$ cat config.mk
export PLATFORM = sky130hd
export DESIGN_NAME = frame_crc_check
export DESIGN_NICKNAME = d
export VERILOG_FILES = /design/src/rtl/frame_crc_check.sv
export SDC_FILE = /design/constraint.sdc
export NUM_CORES = 1
export LEC_CHECK = 0
export ABC_AREA = 0
export BUFFER_PORTS_ARGS = -buffer_cell sky130_fd_sc_hd__buf_2
export CORE_MARGIN = 8
export CORE_UTILIZATION = 45
export DETAILED_ROUTE_END_ITERATION = 12
export PLACE_DENSITY = 0.7
export SLEW_MARGIN = 0
export SYNTH_ARGS = -nofsm -noshare
export SYNTH_HDL_FRONTEND = slang
export SYNTH_SLANG_ARGS = --single-unit
$ cat constraint.sdc
create_clock -name sys_clk -period 2.7 [get_ports sys_clk]
set_input_delay 0.27 -clock sys_clk [delete_from_list [all_inputs] [get_ports sys_clk]]
set_output_delay 0.27 -clock sys_clk [all_outputs]
set_load 0.03 [all_outputs]
$ cat src/rtl/frame_crc_check.sv
// rtl/frame_crc_check.sv - Modbus RTU request CRC-16 validator, bit-serial engine
module frame_crc_check #(
  parameter logic [7:0] ADDR = 8'h02
) (
  input  logic        sys_clk,
  input  logic        reset_n,
  input  logic        rx_message_done,
  input  logic [7:0]  func_code,
  input  logic [15:0] addr,
  input  logic [15:0] data,
  input  logic [15:0] crc_rx_code,
  output logic        busy,
  output logic        check_done,
  output logic        crc_ok,
  output logic        frame_valid,
  output logic [7:0]  func_code_o,
  output logic [15:0] addr_o,
  output logic [15:0] data_o,
  output logic [15:0] crc_calc,
  output logic [7:0]  crc_err_cnt,
  output logic        overrun
);

  typedef enum logic [1:0] {S_IDLE, S_XOR, S_SHIFT, S_CMP} state_t;

  state_t      state_q, state_d;
  logic [15:0] crc_q, crc_d;
  logic [2:0]  byte_idx_q, byte_idx_d;
  logic [2:0]  bit_cnt_q, bit_cnt_d;
  logic [7:0]  func_q, func_d;
  logic [15:0] addr_q, addr_d;
  logic [15:0] data_q, data_d;
  logic [15:0] crc_rx_q, crc_rx_d;
  logic [15:0] crc_calc_q, crc_calc_d;
  logic        crc_ok_q, crc_ok_d;
  logic [7:0]  err_cnt_q, err_cnt_d;
  logic        check_done_q, check_done_d;
  logic        frame_valid_q, frame_valid_d;
  logic        overrun_q, overrun_d;

  logic [7:0]  cur_byte;
  logic [15:0] crc_wire;
  logic        crc_match;

  always_comb begin
    cur_byte = 8'h00;
    case (byte_idx_q)
      3'd0:    cur_byte = ADDR;
      3'd1:    cur_byte = func_q;
      3'd2:    cur_byte = addr_q[15:8];
      3'd3:    cur_byte = addr_q[7:0];
      3'd4:    cur_byte = data_q[15:8];
      3'd5:    cur_byte = data_q[7:0];
      default: cur_byte = 8'h00;
    endcase
  end

  // The CRC is transmitted low byte first, so compare in wire order.
  assign crc_wire  = {crc_q[7:0], crc_q[15:8]};
  assign crc_match = (crc_wire == crc_rx_q);

  always_comb begin
    state_d       = state_q;
    crc_d         = crc_q;
    byte_idx_d    = byte_idx_q;
    bit_cnt_d     = bit_cnt_q;
    func_d        = func_q;
    addr_d        = addr_q;
    data_d        = data_q;
    crc_rx_d      = crc_rx_q;
    crc_calc_d    = crc_calc_q;
    crc_ok_d      = crc_ok_q;
    err_cnt_d     = err_cnt_q;
    check_done_d  = 1'b0;
    frame_valid_d = 1'b0;
    overrun_d     = 1'b0;

    case (state_q)
      S_IDLE: begin
        if (rx_message_done) begin
          func_d     = func_code;
          addr_d     = addr;
          data_d     = data;
          crc_rx_d   = crc_rx_code;
          crc_d      = 16'hFFFF;
          byte_idx_d = 3'd0;
          bit_cnt_d  = 3'd0;
          state_d    = S_XOR;
        end
      end
      S_XOR: begin
        crc_d   = crc_q ^ {8'h00, cur_byte};
        state_d = S_SHIFT;
      end
      S_SHIFT: begin
        crc_d     = crc_q[0] ? ((crc_q >> 1) ^ 16'hA001) : (crc_q >> 1);
        bit_cnt_d = bit_cnt_q + 3'd1;
        if (bit_cnt_q == 3'd7) begin
          if (byte_idx_q == 3'd5) begin
            state_d = S_CMP;
          end else begin
            byte_idx_d = byte_idx_q + 3'd1;
            state_d    = S_XOR;
          end
        end
      end
      S_CMP: begin
        crc_ok_d      = crc_match;
        crc_calc_d    = crc_wire;
        check_done_d  = 1'b1;
        frame_valid_d = crc_match;
        if (!crc_match && (err_cnt_q != 8'hFF)) begin
          err_cnt_d = err_cnt_q + 8'd1;
        end
        state_d = S_IDLE;
      end
      default: state_d = S_IDLE;
    endcase

    // A request arriving during CMP still counts as busy.
    if (rx_message_done && (state_q != S_IDLE)) begin
      overrun_d = 1'b1;
    end
  end

  always_ff @(posedge sys_clk or negedge reset_n) begin
    if (!reset_n) begin
      state_q       <= S_IDLE;
      crc_q         <= 16'hFFFF;
      byte_idx_q    <= 3'd0;
      bit_cnt_q     <= 3'd0;
      func_q        <= 8'h00;
      addr_q        <= 16'h0000;
      data_q        <= 16'h0000;
      crc_rx_q      <= 16'h0000;
      crc_calc_q    <= 16'h0000;
      crc_ok_q      <= 1'b0;
      err_cnt_q     <= 8'h00;
      check_done_q  <= 1'b0;
      frame_valid_q <= 1'b0;
      overrun_q     <= 1'b0;
    end else begin
      state_q       <= state_d;
      crc_q         <= crc_d;
      byte_idx_q    <= byte_idx_d;
      bit_cnt_q     <= bit_cnt_d;
      func_q        <= func_d;
      addr_q        <= addr_d;
      data_q        <= data_d;
      crc_rx_q      <= crc_rx_d;
      crc_calc_q    <= crc_calc_d;
      crc_ok_q      <= crc_ok_d;
      err_cnt_q     <= err_cnt_d;
      check_done_q  <= check_done_d;
      frame_valid_q <= frame_valid_d;
      overrun_q     <= overrun_d;
    end
  end

  assign busy        = (state_q != S_IDLE);
  assign check_done  = check_done_q;
  assign crc_ok      = crc_ok_q;
  assign frame_valid = frame_valid_q;
  assign func_code_o = func_q;
  assign addr_o      = addr_q;
  assign data_o      = data_q;
  assign crc_calc    = crc_calc_q;
  assign crc_err_cnt = err_cnt_q;
  assign overrun     = overrun_q;

endmodule

## Word-level counts from Yosys, hierarchy flattened

Cells that the tools add are included.
W data, S select, Z words.

- Equal/unequal tests: 14
- Muxes and demuxes: 16
- Reduce and logical (&&, ||, !) cells: 14
- Bitwise logic cells: 2
- Add/sub/neg operators: 3

Operator list:

| cell | number |
|---|---|
| $pmux W16 S3 | 1 |
| $pmux W8 S6 | 1 |
| $mux W16 | 2 |
| $eq A16 B16 Y1 | 1 |
| $xor A16 B8 Y16 | 1 |
| $pmux W3 S2 | 2 |
| $reduce_and A2 Y1 | 5 |
| $eq A3 B3 Y1 const B | 3 |
| $mux W3 | 3 |
| $add A8 B1 Y8 const B | 1 |
| $ne A8 B8 Y1 const B | 1 |
| $pmux W2 S4 | 1 |
| $add A3 B1 Y3 const B | 2 |
| $eq A3 B2 Y1 const B | 2 |
| $mux W2 | 3 |
| $ne A2 B2 Y1 const B | 3 |
| $eq A2 B2 Y1 const B | 2 |
| $reduce_and A4 Y1 | 1 |
| $reduce_bool A2 Y1 | 2 |
| $eq A3 B1 Y1 const B | 1 |
| $logic_not A3 Y1 | 1 |
| $mux W1 | 3 |
| $not A2 Y3 | 1 |
| $reduce_bool A3 Y1 | 1 |
| 4 further kinds | 5 |

- Logic and storage cells: 63
- Flip-flop bits (word level): 108
- Bits of input ports: 59
- Output and inout port bits: 69

## Longest topological paths before layout

Gate-level depths: netlist (run 1).

- Depth after elaboration: 4
- Mapped depth: 8
- Mapped depth without buffers: 7

## Least setup slack after synthesis (run 1)

OpenSTA, ideal clock, no wires.

- Kind: reg2reg
- Start point: register byte_idx_q[2]
- End point: register crc_q[1]
- Library setup time: 83 ps
- Cell stages (with the launch flop): 9
- Arrival time: 1932 ps
- Data required time: 2617 ps
- Slack: 685 ps
- Clock period less this slack: 2015 ps
- Path buffers: 2
- Cells stage by stage: dfrtp_1 buf_2 inv_1 ha_1 clkbuf_1 a222oi_1 a211oi_1 a31o_1 a221o_1

- Cells in the longest elaborated chain, start to end: 4
- Elaborated cells between the ends (all ways): 9
- Those cells by class: eq/ne (5); mux (2); bitwise (1); reduce/logical (1)

Ends and longest elaborated chain:

| element | line | text |
|---|---|---|
| start, declared | 28 | `logic [2:0] byte_idx_q, byte_idx_d;` |
| start signal, assigned | 145 | `byte_idx_q <= byte_idx_d;` |
| $eq A3 B3 Y1, or another cell as far along | 47 | `case (byte_idx_q)` |
| $pmux W8 S6 (*) | 47 |  |
| $xor A16 B8 Y16 (*) | 92 | `crc_d = crc_q ^ {8'h00, cur_byte};` |
| $pmux W16 S3 (*) | 78 | `case (state_q)` |
| end signal, assigned | 144 | `crc_q <= crc_d;` |
| end, declared | 27 | `logic [15:0] crc_q, crc_d;` |

Mark *: on every way between the ends. The rest lies on a longest branch, timed or not.
A chain may end at the register's enable or synchronous reset.

## Worst setup path in the final report (run 1)

- Start point: register state_q[0]
- End point: register byte_idx_q[2]

- Cells in the longest elaborated chain, start to end: 3
- Elaborated cells between the ends (all ways): 8
- Those cells by class: eq/ne (4); mux (1); reduce/logical (3)

Ends and longest elaborated chain:

| element | line | text |
|---|---|---|
| start, declared | 26 | `state_t state_q, state_d;` |
| start signal, assigned | 143 | `state_q <= state_d;` |
| $eq A2 B2 Y1 / $logic_not A2 Y1 (equally long branches) | 78 |  |
| $ne A2 B2 Y1 (no line) / $reduce_bool A2 Y1 (equally long branches) | n/a |  |
| $reduce_and A4 Y1 (no line) | n/a |  |

Several ways; a longest one is shown, not always the timed one.

==> results.ini, run 1 <==
[run_status]
status=finished clean

[clock_network]
insertion_delay_ps=370
cts_hold_buf=1
root_buffer=clkbuf_8
cts_tree=yes
clk_pin_slew_ps=100
post-cts-setup-buffer-count=0
htreeDepth=3
cts_sinks=108
cts_resized=0
cts_buffers=9
clk_path_buf_depth=2

[global_routing]
grtUsageTotal_pct=16.1
antenna_found_initial=1
grt-ovfl-total=0
grt_start_max_net_pins=53
grt_pass1_vias=3703
grt_first_pass_wirelength_um=18700

[synth]
synth_common_cells=92 x dfrtp_1, 80 x mux2_2, 27 x nand2_1, 20 x o21ai_0, 19 x xnor2_1
synthFlopType=dfrtp_1
ys_top_cells_by_area=dfrtp_1 47%, mux2_2 18%, dfstp_2 8.5%
synth_edf_count=0
syn-num-nets=460
ys_ff_latch=108
yosys_warnings=0
synth_top_area_share_pct=46.6
avgSynthCellArea_um2=12.7
synth_most_common_cell=dfrtp_1
ys_async_sr_fraction_pct=100
synth-seq-area-share_pct=55.1
netlist_instances=389
synth.distinct_cells=45
synth_area_mm2=0.00494
synth_area_leader_cell=dfrtp_1

[layout]
drive_gt1_share_pct=47.8
area_growth_pct=21.0
fillCellCount=936
final_util_pct=55.4
diodes=0
fin_nets=587

[sta]
rsz0062_at_grt=false
clock_skew_ps=9.85
max_slew_margin_pct=57.0
min_period_ps=2150
setup_ws_ps=550
final.setup.tns_ps=0
finalCritPeriodShare_pct=79.6
setup_viol=0
hold_violations=0
max_freq_ghz=0.465
worst_slew_pin_slew_ps=645
slew_violations=0

[critical_path]
slowest_delay_ps=400
arrival_ps=2380
required_ps=2930
path_delay_family=compound AO/OA/AOI/OAI gates
crit_path_end_kind=flop
worstPathCellList=inv_1, ha_1, nand2b_1, o21ai_0, a31oi_1, a21boi_0, o22ai_1
crit_type=reg -> reg
path_buf_inv=1
slowest_stage=dfrtp_1
startpoint_type=flop
crit_fanout=7

[detailed_routing]
drt_wl_total_um=11500
first_iter_violations=195
routedWlPerCell_um=17.5
viasPerCell=5.30
first_pass_iters=4
vias=3503
drc_errors=0
drtAntennaViolNets=0

[floorplanning]
io_pins=128
die_h_um=121
die_x_um=121
die_area_mm2=0.0146
start_util_pct=45.8
coreArea_mm2=0.0108
rows=38

[place]
hpwl_um=8810
routabilityCongestion=0.840
port_buffers=127
place_ws_ps=595

[power_and_ir_drop]
ir_worst_vdd_uv=803
pwr_density_cell_mw_per_mm2=1380
p_leak_nw=2.78

[worst_hold_path]
hold_class=in -> reg

[job]
maxCapViolCount=0

-- registers in the layout, indices dropped and copies added, names as in the netlist, 2 cells and up --
register and count:
crc_q 16, func_code_o 8, crc_rx_q 16, crc_calc 16, state_q 2, addr_o 16
byte_idx_q 3, data_o 16, crc_err_cnt 8, bit_cnt_q 3
-- path summary, 6_finish.rpt --
kind,cells after the start,start,slack [ps],to
max,7,state_q[0]$_DFFE_PN0P_,550,byte_idx_q[2]$_DFFE_PN0P_
max in group asynchronous,3,reset_n,1360,crc_q[0]$_DFFE_PN1P_
max reg2reg,7,state_q[0]$_DFFE_PN0P_,550,byte_idx_q[2]$_DFFE_PN0P_
min reg2reg,1,crc_err_cnt[7]$_DFFE_PN0P_,500,crc_err_cnt[7]$_DFFE_PN0P_
min in group asynchronous,2,reset_n,470,bit_cnt_q[0]$_DFFE_PN0P_
min,2,data[6],120,data_o[6]$_DFFE_PN0P_
-- final cells by class --
class                      instances  area (um2)  share of cell area, %
clock buffer                      11         131                   2.20
clock inverter                     5         103                   1.72
inverter                          12        45.0                  0.753
multi-input combinational        250        2090                   35.0
sequential                       108        2720                   45.5
tap                              140         175                   2.93
timing repair buffer             135         713                   11.9
-- worst register-to-register path: cells and delay by family, from the launching register on --
| kind | cells | cell delay [ps] |
|---|---|---|
| adders and majority gates | 1 | 270 |
| AOI/OAI and AO/OA | 4 | 1040 |
| and+or+nand+nor | 1 | 220 |
| DFF | 1 | 400 |
| buffers and inverters | 1 | 90 |
-- power by group --
group | internal, W | switching (W)
Clock | 0.000615 | 0.000519
Sequential | 0.00247 | 0.000694
Combinational | 0.00166 | 0.00232
-- metal layers --
layer / wire length, um / global-route usage [%] / vias to the layer above
met5: 13 / 0 / -
met4: 189 / 5.23 / 2
met3: 938 / 6.11 / 17
met2: 5090 / 24.1 / 121
met1: 5310 / 20.9 / 1713
li1: - / - / 1650
-- per-stage QoR --
| stage | instance area [um2] | power, W | cells | hold slack (ps) |
|---|---|---|---|---|
| 6_report | 5980 | 0.00828 | 661 | 121 |
| 4_1_cts | 5980 | 0.00837 | 661 | 105 |
| 5_1_grt | 5980 | 0.00883 | 661 | 99.0 |
| 3_5_place_dp | 5740 | 0.00721 | 644 | 342 |
| 3_3_place_gp | 5740 | 0.00711 | 644 | 348 |
| 2_1_floorplan | 4940 | 0.00600 | 389 | -25.6 |
-- placed cells by master, fill, tap and decap left out, types with 6 or more instances in the layout --
cell        n
buf_2     126
dfrtp_1    92
mux2_2     80
nand2_1    26
o21ai_0    20
xnor2_1    19
dfstp_2    16
inv_1      12
ha_1       12
a21oi_1     9
clkbuf_8    9
xor2_1      8
nand3_1     7
a222oi_1    7
buf_4       7
a21o_1      6
o21a_1      6
-- kinds of logic after synthesis --
kind of cell	Yosys count	share of synthesized area, %
flops	108	55.1
mux	82	18.7
compound gates	69	9.56
simple gates	60	6.12
buf+inv	31	2.71
xor+xnor	27	4.78
fa+ha+maj	12	3.04
(Power assumes the default switching activity.)
==> inputs of run 2 (changes only) <==
ABC_AREA = 1   (was 0)
PLACE_DENSITY = 0.69   (was 0.7)
clock period = 1.99 ns   (was 2.7 ns; I/O delays follow)
==> run 2 against run 1 <==
Non-clock buffer count grew 2; sequential power is 26% higher; flip-flop and latch count did not move; register-to-register slack worse by 330 ps; largest cell class unchanged; critical path type unchanged; hold slack got worse by 42 ps; sequential share of layout area down 2.1 points.
==> results.ini, run 2 <==
[synth]
synth_top_family_by_area=simple AND/OR/NAND/NOR gates
synth-seq-area-share_pct=52.9  ; -2.2 points
synth_common_cells=133 x nand2_1, 92 x dfrtp_1, 68 x nor2_1, 57 x nand3_1, 54 x inv_1
synth_top_area_share_pct=44.7  ; -1.8 points
ys_ff_latch=108  ; unchanged
netlist_instances=586  ; +51%
synth.distinct_cells=27  ; -40%
syn-num-nets=657  ; +43%
avgSynthCellArea_um2=8.79  ; -31%
yosys_warnings=0  ; unchanged
synthFlopType=dfrtp_1
ys_async_sr_fraction_pct=100  ; unchanged
ys_top_cells_by_area=dfrtp_1 45%, nand2_1 9.7%, dfstp_2 8.2%
synth_most_common_cell=nand2_1
synth_mux_area_share_pct=7.44  ; -11 points
synthSimpleGateAreaFrac_pct=21.2  ; +15 points
synth_area_leader_cell=dfrtp_1
synth_area_mm2=0.00515  ; +4.1%
synth_fa_ha_area_share_pct=2.92  ; -0.12 points
synth_xor_area_share_pct=1.02  ; -3.8 points
synth_edf_count=0  ; unchanged
synth-compound-area-share_pct=7.95  ; -1.6 points

[global_routing]
grtUsageTotal_pct=18.2  ; +2.1 points
grt-ovfl-total=0  ; unchanged
antenna_found_initial=0  ; -1
grt_first_pass_wirelength_um=22200  ; +19%
grt_pass1_vias=4597  ; +24%
grt_start_max_net_pins=109  ; +110%

[critical_path]
arrival_ps=2030  ; -350 ps
path_buf_inv=2  ; +1
crit_type=reg -> reg
cp-endpoint=crc_q[6]$_DFFE_PN1P_
path_delay_family=simple AND/OR/NAND/NOR gates
crit_fanout=9  ; +2
startpoint_type=flop
worstPathCellList=inv_1, ha_1, nand2_1, nand2_1, inv_2, nand2_1, a21oi_1, a21oi_1
worstSetupStartpoint=state_q[0]$_DFFE_PN0P_
r2r_start=state_q[0]$_DFFE_PN0P_
required_ps=2260  ; -670 ps
cp_common_cell=nand2_1
slowest_stage=dfrtp_1
crit_path_end_kind=flop
reg2regPathDepth=8  ; +1
slowest_delay_ps=390  ; about the same
worstReg2RegEnd=crc_q[6]$_DFFE_PN1P_
r2r_setup_slack_ps=230  ; -330 ps
crit_cells=8  ; +1

[power_and_ir_drop]
pwr-share-comb_pct=46.7  ; -1.4 points
sw_frac_of_total_pct=45.0  ; +2.4 points
pwr_density_cell_mw_per_mm2=1760  ; +27%
internal_power_w=0.00605  ; +27%
switchingPower_w=0.00496  ; +41%
pwr-share-seq_pct=36.1  ; -2.1 points
ir_worst_vdd_uv=1110  ; +38%
p_leak_nw=3.33  ; +20%
clkPwrFrac_pct=17.1  ; +3.4 points

[detailed_routing]
first_pass_iters=5  ; +1
viasPerCell=5.07  ; -4.2%
drc_errors=0  ; unchanged
routedWlPerCell_um=15.0  ; -14%
first_iter_violations=270  ; +38%
vias=4359  ; +24%
drtAntennaViolNets=0  ; unchanged
drt_wl_total_um=12900  ; +12%

[sta]
min_period_ps=1760  ; -385 ps
hold_violations=0  ; unchanged
setup_viol=0  ; unchanged
slew_violations=0  ; unchanged
clock_skew_ps=6.95  ; -2.91 ps
finalCritPeriodShare_pct=88.7  ; +9.1 points
final.setup.tns_ps=0  ; unchanged
rsz0062_at_grt=false
max_slew_margin_pct=60.0  ; +3.0 points
worst_slew_pin_slew_ps=601  ; -44.8 ps
max_freq_ghz=0.567  ; +22%

[place]
dpl_cell_area_mm2=0.00595  ; +3.8%
port_buffers=127  ; unchanged
routabilityCongestion=0.838  ; -0.18%
hpwl_um=9660  ; +9.7%

[layout]
layout_commonest_cell=nand2_1
fin_nets=782  ; +33%
fillCellCount=1016  ; +8.5%
final_util_pct=55.7  ; +0.25 points
diodes=0  ; unchanged
multiInputGateArea_mm2=0.00209  ; unchanged
drive_gt1_share_pct=29.5  ; -18 points
seqCellArea_mm2=0.00272  ; unchanged
final_cell_mix=132 x nand2_1, 126 x buf_2, 92 x dfrtp_1, 68 x nor2_1, 57 x nand3_1
area_growth_pct=21.9
finalInstanceArea_mm2=0.00627  ; +4.9%

[job]
maxCapViolCount=0  ; unchanged

[clock_network]
clk_path_buf_depth=2  ; unchanged
cts_resized=0  ; unchanged
htreeDepth=3  ; unchanged
cts_sinks=108  ; unchanged
cts_buffers=9  ; unchanged
clk_pin_slew_ps=70  ; -30 ps
post-cts-setup-buffer-count=0  ; unchanged
cts_tree=yes
insertion_delay_ps=340  ; -30 ps
root_buffer=clkbuf_16

[floorplanning]
start_util_pct=45.7  ; -0.14 points
die_h_um=123  ; +1.8%
coreArea_mm2=0.0113  ; +4.4%
rows=39  ; +2.6%
die_x_um=123  ; +1.8%
io_pins=128  ; unchanged
die_area_mm2=0.0151  ; +3.6%

[worst_hold_path]
hold_class=in -> reg

[run_status]
status=finished clean

[run 2: changes by cell type in the layout (fill, tap and decap cells not counted), moves of 7 or more]
cell and change:
nor2_1 +63, nand3_1 +50, clkbuf_8 -9, nand2_1 +106, o21ai_0 +10, xnor2_1 -16
a21oi_1 +31, inv_1 +42, a222oi_1 -7, clkbuf_16 +9, mux2_2 -46
[run 2: timing repair]
action | CTS | global route
endpoints found under the hold margin | 92 | 0
hold buffers | 1 | 0
setup endpoints to repair | 0 | 0
[run 2: kinds of logic after synthesis]
group,after synthesis
XOR/XNOR,6
adder cells (fa/ha/maj),12
flip-flops,108
AND/OR/NAND/NOR,266
multiplexers,34
buffers and inverters,81
AO/OA/AOI/OAI,79
[run 2: layer usage]
layer	vias up	track usage (%)	share of wire (%)
met5	-	0	0
met4	0	4.87	1.0
met3	13	5.57	8.2
met2	156	28.3	45
met1	2056	24.2	46
li1	2134	-	-
[run 2: power groups by stage]
| stage | Sequential (W) | Combinational, W | Clock [W] |
|---|---|---|---|
| 2_1_floorplan | 0.00508 | 0.00249 | 0 |
| 3_3_place_gp | 0.00397 | 0.00508 | 0 |
| 3_5_place_dp | 0.00402 | 0.00520 | 0 |
| 4_1_cts | 0.00398 | 0.00522 | 0.00194 |
| 5_1_grt | 0.00411 | 0.00577 | 0.00202 |
| 6_report | 0.00398 | 0.00515 | 0.00189 |
[run 2: stage by stage]
stage          instances  worst slack [ps]  power [W]  hold WS, ps
6_report             859               225     0.0110         79.5
5_1_grt              859              26.2     0.0119         72.5
4_1_cts              859               227     0.0111         72.2
3_5_place_dp         842               240    0.00921          322
3_3_place_gp         842               350    0.00905          317
2_1_floorplan        586               411    0.00757        -96.6
[run 2: worst min path at each step]
stage | slack [ps] | start | end | cells past startpoint
after floorplan | -100 | reset_n | addr_o[0]$_DFFE_PN0P_ | 0
after detailed placement | 320 | reset_n | crc_calc[4]$_DFFE_PN0P_ | 2
after global placement | 320 | reset_n | crc_calc[3]$_DFFE_PN0P_ | 2
after global routing | 70 | data[2] | data_o[2]$_DFFE_PN0P_ | 2
final | 80 | func_code[5] | func_code_o[5]$_DFFE_PN0P_ | 2
after CTS | 70 | data[0] | data_o[0]$_DFFE_PN0P_ | 2
[run 2: final cells by class]
cell class | instances | area share, %
Sequential cell | 108 | 43.4
Inverter | 58 | 3.47
Clock inverter | 4 | 1.20
Clock buffer | 12 | 3.77
Timing Repair Buffer | 137 | 12.0
Tap cell | 143 | 2.85
Multi-Input combinational cell | 397 | 33.3
[run 2: worst register-to-register path: stages, from the launching register on]
cell and delay, ps:
dfrtp_1 390, inv_1 100, ha_1 260, nand2_1 170, nand2_1 140, inv_2 160, nand2_1 200, a21oi_1 190
a21oi_1 90
==> inputs of run 3 (changes only) <==
ABC_AREA = unset   (was 1)
PLACE_DENSITY = 0.7   (was 0.69)
==> run 3 against run 2 <==
Register-to-register slack worse by 120 ps; hold slack worse by 33 ps; clock skew up 1.9 ps; non-clock buffer count up 11; wire length down 8.2%; worst setup slack worse by 120 ps; flip-flop and latch count unchanged; sequential power up 7.8%; die area down 3.5%; maximum frequency down 6.4%; clock power down 32%; sequential share of layout area up 1.4 points.
==> results.ini, run 3 (same netlist as run 1, synthesis figures left out) <==
[clock_network]
clk_path_buf_depth=2  ; unchanged
cts_sinks=108  ; unchanged
root_buffer=clkbuf_8
insertion_delay_ps=370  ; +30 ps
cts_buffers=9  ; unchanged
htreeDepth=3  ; unchanged
cts_tree=yes
clk_pin_slew_ps=100  ; +30 ps

[critical_path]
crit_type=reg -> reg
crit_path_end_kind=flop
arrival_ps=2190  ; +160 ps
r2r_setup_slack_ps=100  ; -120 ps
startpoint_type=flop
required_ps=2300  ; +40 ps
crit_fanout=7  ; -2

[floorplanning]
die_h_um=121  ; -1.7%
coreArea_mm2=0.0108  ; -4.3%
die_area_mm2=0.0146  ; -3.5%
rows=38  ; -2.6%
io_pins=128  ; unchanged
start_util_pct=45.8  ; +0.14 points
die_x_um=121  ; -1.7%

[layout]
fin_cells=674  ; -22%
seqCellArea_mm2=0.00272  ; unchanged
final_cell_mix=126 x buf_2, 92 x dfrtp_1, 80 x mux2_2, 26 x nand2_1, 20 x o21ai_0
drive_gt1_share_pct=50.0  ; +21 points
fin_nets=600  ; -23%
multiInputGateArea_mm2=0.00212  ; +1.5%
finalInstanceArea_mm2=0.00607  ; -3.2%
fillCellCount=908  ; -11%
diodes=0  ; unchanged
final_util_pct=56.3  ; +0.61 points
area_growth_pct=22.8
layout_commonest_cell=buf_2

[global_routing]
grtUsageTotal_pct=17.0  ; -1.2 points
antenna_found_initial=0  ; unchanged
grt_first_pass_wirelength_um=19800  ; -11%
grt-ovfl-total=0  ; unchanged
grt_pass1_vias=3940  ; -14%
grt_start_max_net_pins=68  ; -38%

[power_and_ir_drop]
pwr_density_cell_mw_per_mm2=1840  ; +5.0%
ir_worst_vdd_uv=1010  ; -8.9%
p_leak_nw=2.82  ; -15%
p_total_w=0.0112  ; +1.6%

[detailed_routing]
drc_errors=0  ; unchanged
first_pass_iters=4  ; -1
drt_wl_total_um=11800  ; -8.2%
first_iter_violations=257  ; -4.8%
vias=3516  ; -19%
drtAntennaViolNets=0  ; unchanged
viasPerCell=5.22  ; +2.8%
routedWlPerCell_um=17.5  ; +17%

[sta]
setup_ws_ps=104  ; -121 ps
hold_violations=0  ; unchanged
max_slew_margin_pct=70.1  ; +10 points
slew_violations=0  ; unchanged
clock_skew_ps=8.82  ; +1.87 ps
max_freq_ghz=0.530  ; -6.4%
finalCritPeriodShare_pct=94.8  ; +6.1 points
min_period_ps=1890  ; +121 ps
setup_viol=0  ; unchanged
worst_slew_pin_slew_ps=449  ; -152 ps

[job]
maxCapViolCount=0  ; unchanged

[place]
dp.cells=656  ; -22%
place_ws_ps=20.4  ; -220 ps
port_buffers=127  ; unchanged
hpwl_um=8910  ; -7.8%
dpl_cell_area_mm2=0.00584  ; -1.9%
routabilityCongestion=0.809  ; -3.5%

[worst_hold_path]
hold_class=in -> reg

[run_status]
status=finished clean

==> run 3: cell count changes in the layout (fill, tap and decap cells not counted), sizes merged, moves of 16 or more <==
cell,previous run,this run
a21oi,40,9
xnor2,3,19
nor2,71,6
mux2,34,81
nand2,135,27
inv,58,12
nand3,57,7
==> run 3: what timing repair did <==
action | CTS | global route
hold buffers | 1 | 0
endpoints found under the setup margin | 0 | 10
hold endpoints to repair | 31 | 0
resized for setup | 0 | 9
setup buffers | 0 | 1
==> run 3: through the flow <==
step / hold slack (ps) / TNS [ps]
after global placement: 174 / 0
after global routing: 17.7 / -7.08
after floorplan: -96.6 / 0
after CTS: 22.9 / 0
final: 46.8 / 0
after detailed placement: 177 / 0
==> run 3: routing by layer <==
layer,GRT usage [%],share of wire (%)
met1,21.4,44
met2,26.5,46
met5,0,0
met4,5.62,1.6
met3,6.43,8.4
==> run 3: final cells by class <==
cell class | instances | share of cell area [%]
Sequential cell | 108 | 44.8
Multi-Input combinational cell | 250 | 34.9
Timing Repair Buffer | 148 | 13.6
Tap cell | 140 | 2.88
Clock buffer | 12 | 2.22
Clock inverter | 4 | 0.824
Inverter | 12 | 0.742
==> run 3: worst paths after layout <==
kind / cells past startpoint / end / from
worst max-delay path: 7 / crc_q[7]$_DFFE_PN1P_ / byte_idx_q[0]$_DFFE_PN0P_
worst min-delay path: 2 / data_o[2]$_DFFE_PN0P_ / data[2]
worst max register to register: 7 / crc_q[7]$_DFFE_PN1P_ / byte_idx_q[0]$_DFFE_PN0P_
worst min register to register: 1 / crc_ok$_DFFE_PN0P_ / crc_ok$_DFFE_PN0P_
max in group asynchronous: 3 / crc_q[2]$_DFFE_PN1P_ / reset_n
min in group asynchronous: 2 / data_o[1]$_DFFE_PN0P_ / reset_n
==> run 3: where the power goes <==
group	internal, W	total [W]	switching, W
Clock	0.000582	0.00129	0.000709
Combinational	0.00239	0.00562	0.00322
Sequential	0.00336	0.00429	0.000936
==> run 3: critical path: stages (launching register included) <==
cell	delay (ps)
dfrtp_1	440
ha_2	220
ha_4	160
buf_4	150
a222oi_1	300
nand2_1	150
o21a_1	210
o22a_1	190
